File: config.mk
export PLATFORM = sky130hd
export DESIGN_NAME = regfile_p
export DESIGN_NICKNAME = d
export VERILOG_FILES = /design/src/rtl/regfile_p.sv
export SDC_FILE = /design/constraint.sdc
export NUM_CORES = 1
export LEC_CHECK = 0
export CAP_MARGIN = 0
export CORE_MARGIN = 5
export CORE_UTILIZATION = 40
export CTS_BUF_LIST = sky130_fd_sc_hd__clkbuf_4 sky130_fd_sc_hd__clkbuf_8 sky130_fd_sc_hd__clkbuf_16
export CTS_CLUSTER_DIAMETER = 60
export CTS_CLUSTER_SIZE = 8
export DETAILED_ROUTE_END_ITERATION = 6
export GPL_TIMING_DRIVEN = 0
export HOLD_SLACK_MARGIN = 0.02
export PLACE_DENSITY = 0.71
export SLEW_MARGIN = 5
export SYNTH_ARGS = -nofsm -noshare
export SYNTH_HDL_FRONTEND = slang
export SYNTH_SLANG_ARGS = --single-unit
File: constraint.sdc
create_clock -name clk -period 2.3 [get_ports clk]
set_clock_uncertainty 0.15 [all_clocks]
set_input_delay 0.345 -clock clk [delete_from_list [all_inputs] [get_ports clk]]
set_output_delay 0.345 -clock clk [all_outputs]
set_load 0.005 [all_outputs]
File: src/rtl/regfile_p.sv
// regfile_p: 2^A x N register file, %0 reads zero, 2 async reads / 1 sync write; clear engine zeroes r1..r(2^A-1) one per edge.
// ready low while clearing (writes ignored, reads return 0); optional same-cycle write-to-read bypass under `REGS_BYPASS_EN.
module regfile_p #(
  parameter int N = 8,
  parameter int A = 3
) (
  input  logic         clk,
  input  logic         nReset,
  input  logic         clr,
  input  logic         w,
  input  logic [A-1:0] Waddr,
  input  logic [N-1:0] Wdata,
  input  logic [A-1:0] Raddr1,
  input  logic [A-1:0] Raddr2,
  output logic [N-1:0] Rdata1,
  output logic [N-1:0] Rdata2,
  output logic         ready
);

  localparam int R = 1 << A;
  localparam logic [A-1:0] LAST = {A{1'b1}};
  localparam logic [A-1:0] ONE  = A'(1);

  typedef enum logic {CLEAR, RUN} state_t;

  state_t         state_q, state_d;
  logic [A-1:0]   cc_q, cc_d;
  logic           ready_q, ready_d;

  // %0 has no storage; the array is deliberately not reset.
  logic [N-1:0]   gpr_q [1:R-1];

  logic           wr_en;
  logic [A-1:0]   wr_addr;
  logic [N-1:0]   wr_data;

  always_comb begin
    state_d = state_q;
    cc_d    = cc_q;
    wr_en   = 1'b0;
    wr_addr = Waddr;
    wr_data = Wdata;
    case (state_q)
      CLEAR: begin
        wr_en   = 1'b1;
        wr_addr = cc_q;
        wr_data = '0;
        if (clr) begin
          cc_d = ONE;
        end else if (cc_q == LAST) begin
          state_d = RUN;
          cc_d    = ONE;
        end else begin
          cc_d = cc_q + ONE;
        end
      end
      RUN: begin
        // clr wins over a simultaneous write
        if (clr) begin
          state_d = CLEAR;
          cc_d    = ONE;
        end else if (w && (Waddr != '0)) begin
          wr_en = 1'b1;
        end
      end
      default: begin
        state_d = CLEAR;
        cc_d    = ONE;
      end
    endcase
    ready_d = (state_d == RUN);
  end

  always_ff @(posedge clk or negedge nReset) begin
    if (!nReset) begin
      state_q <= CLEAR;
      cc_q    <= ONE;
      ready_q <= 1'b0;
    end else begin
      state_q <= state_d;
      cc_q    <= cc_d;
      ready_q <= ready_d;
    end
  end

  always_ff @(posedge clk) begin
    if (wr_en) begin
      gpr_q[wr_addr] <= wr_data;
    end
  end

  function automatic logic [N-1:0] rd_port(input logic [A-1:0] ra);
    logic [N-1:0] v;
    if (!ready_q || (ra == '0)) begin
      v = '0;
    end else begin
      v = gpr_q[ra];
`ifdef REGS_BYPASS_EN
      if (w && (Waddr != '0) && (ra == Waddr)) begin
        v = Wdata;
      end
`else
`endif
    end
    return v;
  endfunction

  assign Rdata1 = rd_port(Raddr1);
  assign Rdata2 = rd_port(Raddr2);
  assign ready  = ready_q;

endmodule

==> results of run 1 <==
## flip-flops by register name, indices dropped and copies added, names as in the netlist
signal  cells
gpr_q      56
cc_q        3
ready       1
## power by group
part | total, mW | internal, mW | switching [mW]
Sequential | 1.45 | 1.38 | 0.0733
Clock | 1.02 | 0.603 | 0.412
Combinational | 0.611 | 0.274 | 0.337
Total | 3.08 | 2.25 | 0.822
## area by class of cell
cell class                      count  area [um^2]
Sequential cell                    60         1783
Fill cell                         650         3744
Multi-Input combinational cell    157         1364
Buffer                             17        197.7
Inverter                            5        18.77
Tap cell                          102        127.6
Clock inverter                      7        91.34
Clock buffer                        9        123.9
Timing Repair Buffer               41        357.8
## metrics by stage
| step | hold WS (ps) | power [mW] | worst slack, ps | instance area, um^2 |
|---|---|---|---|---|
| 2_1_floorplan | -100.6 | 1.831 | 356.2 | 3244 |
| 3_3_place_gp | 394.2 | 2.017 | -734.3 | 3712 |
| 3_5_place_dp | 411.3 | 2.045 | -668.8 | 3717 |
| 4_1_cts | 42.83 | 3.077 | -132.5 | 4026 |
| 5_1_grt | 43.34 | 3.202 | -264.9 | 4064 |
| 6_report | 56.04 | 3.075 | -119.4 | 4064 |
## critical path: stages, from the launching register on
cell and delay (ps):
dfstp_2 550, nor2b_1 390, a41oi_1 170, nor2_1 780
## how the worst max path moves through the flow
stage / slack, ps / cells after the start / start / endpoint
5_1_grt: -260 / 4 / ready / gpr_q[3][3]
2_1_floorplan: 360 / 4 / ready / gpr_q[6][0]
6_report: -120 / 3 / cc_q[0] / gpr_q[1][4]
3_3_place_gp: -730 / 3 / clr / gpr_q[2][7]
3_5_place_dp: -670 / 6 / Raddr1[1] / Rdata1[4]
4_1_cts: -130 / 3 / cc_q[0] / gpr_q[3][5]
## kinds of logic (layout without fill, tap and decap cells)
logic type               after synthesis  in the layout  share of synthesized area (%)
AO/OA/AOI/OAI                         57             57                          13.65
adder cells (fa/ha/maj)                2              2                         0.7712
buffers and inverters                 23             79                          5.013
flip-flops                            60             60                          54.96
multiplexers                          35             35                          14.58
AND/OR/NAND/NOR                       63             63                          11.03
## repair_timing
item | CTS | global route
pin swaps | 5 | 2
gates resized for setup | 52 | 7
endpoints found under the setup margin | 48 | 38
cloned | 0 | 0
buffers inserted | 6 | 1
hold endpoints to repair | 0 | 0
## metal layers
layer / vias to the layer above / global-route usage (%) / share of wire [%]
met1: 1090 / 20.73 / 41
met4: 0 / 8.394 / 2.8
met5: - / 0 / 0
li1: 1034 / - / -
met3: 24 / 3.683 / 5.8
met2: 102 / 27.86 / 50
## cell usage in the layout, fill, tap and decap left out, types with 5 or more instances in the layout
master and instances:
buf_2 5, mux2_2 13, dlygate4sd2_1 13, nor2_1 24, a221oi_1 7, o21ai_1 9, a211oi_2 5, mux4_2 7
clkdlybuf4s50_1 16, clkbuf_8 14, nor2b_1 7, mux2_1 11, nand3b_1 9, and2_1 8, buf_4 10, a2111oi_2 6
edfxtp_1 56, a21oi_1 9, buf_6 5
## synthesized netlist by cell type, drive strengths merged (8+ instances only)
cell    number  area, um^2
nand3b       9       67.56
buf         11       93.83
edfxtp      56        1682
nor2b        8       52.55
o21ai       17       85.08
mux2        25       285.3
a211oi       9       77.57
nor2        24       90.09
and2         8       50.05
a21oi        9       45.04
==> metrics.yaml, run 1 <==
hp-class: "input pin to asynchronous set/reset pin"
maxCapViolCount: 0
core_area_um2: 7807
grt_max_degree: 12
synthArstFlopShare_pct: 6.667
synth_top_flop_cell: "edfxtp_1"
postSynthNetCount: 263
grt_pass1_wl_um: 12770
area_delta_synth_final_pct: 25.26
hold_viol_final: 0
antenna_cells: 0
layout_setup_ws_ps: -119.4
setup_viol: 16
r2r-start: "cc_q[0]"
dp_hpwl_um: 5660
clk_latency_ps: 340
reg2reg_slack_ps: -120
max-slew-margin-rel_pct: 37.01
cts_tree: "done"
status: "finished, violations left"
instances_no_fill: 398
netlist_instances: 240
dp.cells: 376
cp_data_required_time_ps: 2110
drtAntennaViolNets: 0
critPathKind: "flop to flop"
synth-edff-count: 56
syn_area_per_cell_um2: 13.52
drive_gt1_share_pct: 31.76
worst_slew_pin_slew_ps: 941.3
die_w_um: 100.1
cts.clk_slew.worst_paths_ps: 70
port-buffer-count: 34
fin_util_pct: 52.05
cp-end-kind: "flop"
reg2reg_to: "gpr_q[1][4]"
worstPathMaxFanout: 8
synth.distinct_cells: 41
routed_wirelength_um: 7926
num_rows: 32
grt_pass1_vias: 2426
wl_per_cell_um: 19.91
slew_viol_final: 0
grt_overflow_total: 0
violations: "negative setup slack"
via_per_inst: 5.653
place_congestion: 0.8440
p_per_area_nw_per_um2: 756.7
seq_area_frac_synth_pct: 54.96
clockBufferDepth: 2
post-route-drc-count: 0
htreeDepth: 3
fin_nets: 314
ios: 38
r2r_cells: 3
ctsHoldBuffers: 0
max_freq_mhz: 413.3
via_count: 2250
die_area_um2: 10010
grt_setup_unrepaired: "yes"
cts_made_buffers: 9
cp.arrival_ps: 2230
final.setup.tns_ps: -1774
drt_iter0_markers: 201
die_h_um: 100.1
antenna_found_initial: 0
min_period_over_period_pct: 105.2
root_buffer: "clkbuf_8"
grt_use_total_pct: 16.81
timing.final.crit_period_ps: 2419
ys_ff_latch: 60
start_kind: "flop"
firstDrtPassIters: 4
cts.sinks: 60
p_leak_nw: 1.439
yosys_warnings: 0
synth_area_um2: 3244
peakVddDrop_mv: 0.4404
start_util_pct: 41.55
No activity file was read; power rests on OpenSTA's default activity.
==> inputs of run 2 (changes only) <==
--- a/config.mk
+++ b/config.mk
@@ -6,6 +6,9 @@
 export NUM_CORES = 1
 export LEC_CHECK = 0
 export CAP_MARGIN = 0
+export CELL_PAD_IN_SITES_DETAIL_PLACEMENT = 0
+export CELL_PAD_IN_SITES_GLOBAL_PLACEMENT = 1
+export CORE_ASPECT_RATIO = 0.7
 export CORE_MARGIN = 5
 export CORE_UTILIZATION = 40
 export CTS_BUF_LIST = sky130_fd_sc_hd__clkbuf_4 sky130_fd_sc_hd__clkbuf_8 sky130_fd_sc_hd__clkbuf_16
@@ -14,7 +17,7 @@
 export DETAILED_ROUTE_END_ITERATION = 6
 export GPL_TIMING_DRIVEN = 0
 export HOLD_SLACK_MARGIN = 0.02
-export PLACE_DENSITY = 0.71
+export PLACE_DENSITY_LB_ADDON = 0.12
 export SLEW_MARGIN = 5
 export SYNTH_ARGS = -nofsm -noshare
 export SYNTH_HDL_FRONTEND = slang
==> run 2 against run 1 <==
Compared with the run above:
- the flow still finishes with violations (negative setup slack)
- clock-buffer cell count is 2 higher
- flip-flop and latch count stayed put
- total power increased by 10%
- hold slack improved by 15 ps
- core utilization is 0.99 points higher
- sequential power hardly changed
- first-iteration DRC count down 11%
- register-to-register slack is essentially flat
- maximum frequency down 0.53%
==> metrics.yaml, run 2 (synthesis gave the netlist of run 1 again) <==
status: "finished, violations left"  # unchanged
violations: "negative setup slack"  # unchanged
clk_latency_ps: 320  # was 340 ps
port-buffer-count: 34  # unchanged
grt_setup_unrepaired: "yes"  # unchanged
grt_max_degree: 12  # unchanged
slew_viol_final: 0  # unchanged
post-route-drc-count: 0  # unchanged
regMostFlops: "gpr_q"  # unchanged
cp.arrival_ps: 2220  # was 2230 ps
grt_pass1_vias: 2392  # was 2426
firstDrtPassIters: 5  # was 4
wl_per_cell_um: 23.09  # was 19.91 um
p_leak_nw: 1.504  # was 1.439 nW
maxCapViolCount: 0  # unchanged
worstPathMaxFanout: 8  # unchanged
hold_ws_ps: 71.50  # was 56.04 ps
core_area_um2: 7871  # was 7807 um^2
area_delta_synth_final_pct: 28.69  # was 25.26%
final_cell_mix: "56 x edfxtp_1, 24 x nor2_1, 15 x clkdlybuf4s50_1"  # was 56 x edfxtp_1, 24 x nor2_1, 16 x clkdlybuf4s50_1
root_buffer: "clkbuf_16"  # was clkbuf_8
p_per_area_nw_per_um2: 812.5  # was 756.7 nW/um^2
setup_viol: 32  # was 16
fin_util_pct: 53.04  # was 52.05%
layout_setup_ws_ps: -132.2  # was -119.4 ps
drtAntennaViolNets: 0  # unchanged
htreeDepth: 3  # unchanged
grt_use_total_pct: 18.83  # was 16.81%
dp_hpwl_um: 6071  # was 5660 um
drive_gt1_share_pct: 31.33  # was 31.76%
antenna_cells: 0  # unchanged
via_per_inst: 5.554  # was 5.653
antenna_found_initial: 0  # unchanged
worst_slew_pin_slew_ps: 991.1  # was 941.3 ps
ctsHoldBuffers: 0  # unchanged
min_period_over_period_pct: 105.7  # was 105.2%
fin_nets: 318  # was 314
critPathKind: "flop to flop"  # unchanged
clockBufferDepth: 2  # unchanged
max_freq_mhz: 411.2  # was 413.3 MHz
cts_tree: "done"  # unchanged
max-slew-margin-rel_pct: 33.68  # was 37.01%
grt_pass1_wl_um: 14000  # was 12770 um
hp-class: "input pin to asynchronous set/reset pin"  # unchanged
routed_wirelength_um: 9260  # was 7926 um
cts_made_buffers: 9  # unchanged
cp_data_required_time_ps: 2090  # was 2110 ps
postLayoutCellArea_um2: 4175  # was 4064 um^2
place_congestion: 0.7533  # was 0.8440
die_area_um2: 10040  # was 10010 um^2
largest_register_ffs: 56  # unchanged
via_count: 2227  # was 2250
die_h_um: 85.35  # was 100.1 um
grt_overflow_total: 0  # unchanged
cp-end-kind: "flop"  # unchanged
num_rows: 27  # was 32
place_area_um2: 3734  # was 3717 um^2
ios: 38  # unchanged
drt_iter0_markers: 179  # was 201
start_kind: "flop"  # unchanged
die_w_um: 117.6  # was 100.1 um
nFillCells: 681  # was 650
timing.final.crit_period_ps: 2432  # was 2419 ps
hold_viol_final: 0  # unchanged
cts.clk_slew.worst_paths_ps: 50  # was 70 ps
cts.sinks: 60  # unchanged
peakVddDrop_mv: 0.4675  # was 0.4404 mV
final_common_cell: "edfxtp_1"  # unchanged
start_util_pct: 41.22  # was 41.55%
run 2: cell types whose count changed in the layout (fill, tap and decap cells not counted), sizes merged:
cell and change:
dlygate4sd2 -1, clkdlybuf4s15 +3, buf +2, bufinv -1, inv -1, dlymetal6s2s +1, clkdlybuf4s50 -1, clkbuf +2
run 2: critical path, cell delays in order (launching register included):
cell and delay [ps]:
dfstp_2 540, nor2b_1 380, a41oi_1 170, nor2_1 810
run 2: layer usage:
metal  GRT usage (%)  routed length (um)
met4           5.104                 135
met5               0                   0
met2           29.88                4259
met3           4.930                 595
met1           25.72                4270
run 2: per-stage QoR:
stage | setup TNS (ps) | instances | setup WS, ps | total power, mW
after floorplan | 0 | 240 | 356.2 | 1.831
after global placement | -34440 | 375 | -860.0 | 2.063
after detailed placement | -20070 | 376 | -671.8 | 2.070
after CTS | -3430 | 399 | -145.1 | 3.401
after global routing | -6952 | 401 | -251.3 | 3.523
final | -3184 | 401 | -132.2 | 3.392
run 2: worst paths after layout:
kind                              start           to  slack (ps)  cells after the start
worst max-delay path            cc_q[0]  gpr_q[1][6]        -130                      3
worst min register to register  cc_q[0]      cc_q[0]         410                      2
min in group clk                cc_q[0]      cc_q[0]         410                      2
max in group asynchronous        nReset      cc_q[0]        1690                      1
worst min-delay path             nReset      cc_q[1]          70                      1
worst max register to register  cc_q[0]  gpr_q[1][6]        -130                      3
run 2: layout make-up:
| class | count | area, um^2 | area share, % |
|---|---|---|---|
| Clock inverter | 5 | 55.05 | 1.319 |
| Inverter | 5 | 22.52 | 0.5394 |
| Tap cell | 101 | 126.4 | 3.027 |
| Multi-Input combinational cell | 157 | 1339 | 32.06 |
| Sequential cell | 60 | 1783 | 42.70 |
| Buffer | 17 | 209.0 | 5.004 |
| Timing Repair Buffer | 45 | 400.4 | 9.589 |
| Clock buffer | 11 | 240.2 | 5.754 |
run 2: power breakdown:
part	leakage, nW	switching [mW]	total [mW]	internal [mW]
clock network	0.142	0.452	1.31	0.857
logic	0.787	0.349	0.631	0.281
registers	0.575	0.0747	1.45	1.38
run 2: timing repair:
item                                    in CTS  in global routing
gates resized for setup                     50                  4
setup buffers                                8                  1
endpoints found under the setup margin      48                 48
pin swaps                                    5                  2
gates cloned                                 0                  1
==> inputs of run 3 (changes only) <==
--- a/config.mk
+++ b/config.mk
@@ -8,7 +8,7 @@
 export CAP_MARGIN = 0
 export CELL_PAD_IN_SITES_DETAIL_PLACEMENT = 0
 export CELL_PAD_IN_SITES_GLOBAL_PLACEMENT = 1
-export CORE_ASPECT_RATIO = 0.7
+export CORE_ASPECT_RATIO = 1.4
 export CORE_MARGIN = 5
 export CORE_UTILIZATION = 40
 export CTS_BUF_LIST = sky130_fd_sc_hd__clkbuf_4 sky130_fd_sc_hd__clkbuf_8 sky130_fd_sc_hd__clkbuf_16
==> run 3 against run 2 <==
Compared with the run above:
- the run now ends clean
- critical path depth is 1 higher
- hold slack better by 1.7 ps
- via count is 0.54% higher
- clock power is 7% higher
- setup slack better by 190 ps
- first-iteration DRC count is 35% lower
- maximum frequency is 8.3% higher
- sequential power hardly changed
- largest cell class unchanged
==> metrics.yaml, run 3 (synthesis gave the netlist of run 1 again) <==
final_common_cell: "edfxtp_1"  # unchanged
via_per_inst: 5.501  # was 5.554
seq_area_um2: 1783  # unchanged
max_freq_mhz: 445.4  # was 411.2 MHz
cp.arrival_ps: 1750  # was 2220 ps
status: "finished clean"  # was finished, violations left
regMostFlops: "gpr_q"  # unchanged
cp_data_required_time_ps: 1800  # was 2090 ps
hp-class: "input pin to asynchronous set/reset pin"  # unchanged
grt_pass1_vias: 2435  # was 2392
drive_gt1_share_pct: 36.39  # was 31.33%
ctsHoldBuffers: 0  # unchanged
final.setup.tns_ps: 0  # was -3184 ps
die_h_um: 116.6  # was 85.35 um
max-slew-margin-rel_pct: 44.05  # was 33.68%
antenna_cells: 0  # unchanged
critPathMaxStageDelay_ps: 390  # was 810 ps
min_period_over_period_pct: 97.61  # was 105.7%
cts_made_buffers: 9  # unchanged
multi_input_area_um2: 1418  # was 1339 um^2
grt_setup_unrepaired: "yes"  # unchanged
core_area_um2: 8051  # was 7871 um^2
cts.clk_slew.worst_paths_ps: 50  # about the same
slowest_stage: "a211oi_1"  # was nor2_1
maxCapViolCount: 0  # unchanged
grt_use_total_pct: 18.01  # was 18.83%
htreeDepth: 3  # unchanged
root_buffer: "clkbuf_16"  # unchanged
drtAntennaViolNets: 0  # unchanged
cp-end-kind: "primary output"  # was flop
dp_hpwl_um: 6156  # was 6071 um
largest_register_ffs: 56  # unchanged
slew_viol_final: 0  # unchanged
die_w_um: 86.12  # was 117.6 um
hold_ws_ps: 73.19  # was 71.50 ps
dp.cells: 376  # unchanged
antenna_found_initial: 0  # unchanged
cts.sinks: 60  # unchanged
p_leak_nw: 1.543  # was 1.504 nW
grt_overflow_total: 0  # unchanged
routed_wirelength_um: 8421  # was 9260 um
cts_tree: "done"  # unchanged
r2r_cells: 3  # unchanged
timing.final.crit_period_ps: 2245  # was 2432 ps
area_delta_synth_final_pct: 32.09  # was 28.69%
wl_per_cell_um: 20.69  # was 23.09 um
firstDrtPassIters: 5  # unchanged
clockBufferDepth: 2  # unchanged
power_mw: 3.494  # was 3.392 mW
worstPathMaxFanout: 2  # was 8
start_util_pct: 40.30  # was 41.22%
p_per_area_nw_per_um2: 815.3  # was 812.5 nW/um^2
postLayoutCellArea_um2: 4285  # was 4175 um^2
grt_pass1_wl_um: 13140  # was 14000 um
place_area_um2: 3717  # was 3734 um^2
final_cell_mix: "56 x edfxtp_1, 20 x nor2_1, 18 x buf_4"  # was 56 x edfxtp_1, 24 x nor2_1, 15 x clkdlybuf4s50_1
worst_slew_pin_slew_ps: 834.8  # was 991.1 ps
post-route-drc-count: 0  # unchanged
fin_nets: 323  # was 318
via_count: 2239  # was 2227
instances_no_fill: 407  # was 401
ios: 38  # unchanged
start_kind: "flop"  # unchanged
grt_max_degree: 11  # was 12
hold_viol_final: 0  # unchanged
drt_iter0_markers: 116  # was 179
nFillCells: 726  # was 681
peakVddDrop_mv: 0.4703  # was 0.4675 mV
port-buffer-count: 34  # unchanged
die_area_um2: 10040  # about the same
num_rows: 39  # was 27
critPathKind: "flop to primary output"  # was flop to flop
place_congestion: 0.8034  # was 0.7533
clk_latency_ps: 320  # about the same
cp_cell_sequence: "mux2_1 -> a211oi_1 -> a2111oi_2 -> dlygate4sd2_1"  # was nor2b_1 -> a41oi_1 -> nor2_1
setup_viol: 0  # was 32
==> run 3: final timing paths <==
path	start	to	slack, ps
setup / recovery	gpr_q[2][1]	Rdata1[1]	60
hold / removal	nReset	cc_q[1]	70
setup reg to reg	cc_q[0]	gpr_q[3][2]	110
hold reg to reg	cc_q[0]	cc_q[0]	410
max in group asynchronous	nReset	cc_q[0]	1690
min in group clk	cc_q[0]	cc_q[0]	410
==> run 3: where the power goes <==
| group | switching (mW) | internal (mW) |
|---|---|---|
| Combinational | 0.352 | 0.291 |
| Sequential | 0.0711 | 1.38 |
| Clock | 0.438 | 0.965 |
==> run 3: worst max-delay path, delay by kind of cell (launching register included) <==
family	cells	cell delay (ps)
compound gates	2	470
flops	1	380
mux	1	290
buf+inv	1	280
==> run 3: timing repair <==
action	in CTS	in global routing
pin swaps	11	4
setup endpoints to repair	48	20
setup buffers	13	3
gates resized for setup	53	16
==> run 3: area by class of cell <==
cell class | instances | share of cell area, %
Clock buffer | 11 | 5.606
Inverter | 5 | 0.5255
Multi-Input combinational cell | 157 | 33.08
Tap cell | 102 | 2.978
Buffer | 17 | 4.467
Timing Repair Buffer | 50 | 9.956
Clock inverter | 5 | 1.781
Sequential cell | 60 | 41.61
==> run 3: metal layers <==
layer | wire (um) | GRT usage, % | vias up
met5 | 0 | 0 | -
met4 | 104 | 8.342 | 0
met3 | 348 | 4.023 | 5
met2 | 4655 | 32.73 | 60
met1 | 3313 | 19.80 | 1123
li1 | - | - | 1051
==> run 3: through the flow <==
stage	worst slack, ps	utilization, %
after floorplan	356.2	-
after global placement	-750.2	46.11
after detailed placement	-734.9	46.17
after CTS	-41.76	52.31
after global routing	-27.34	53.22
final	55.05	53.22
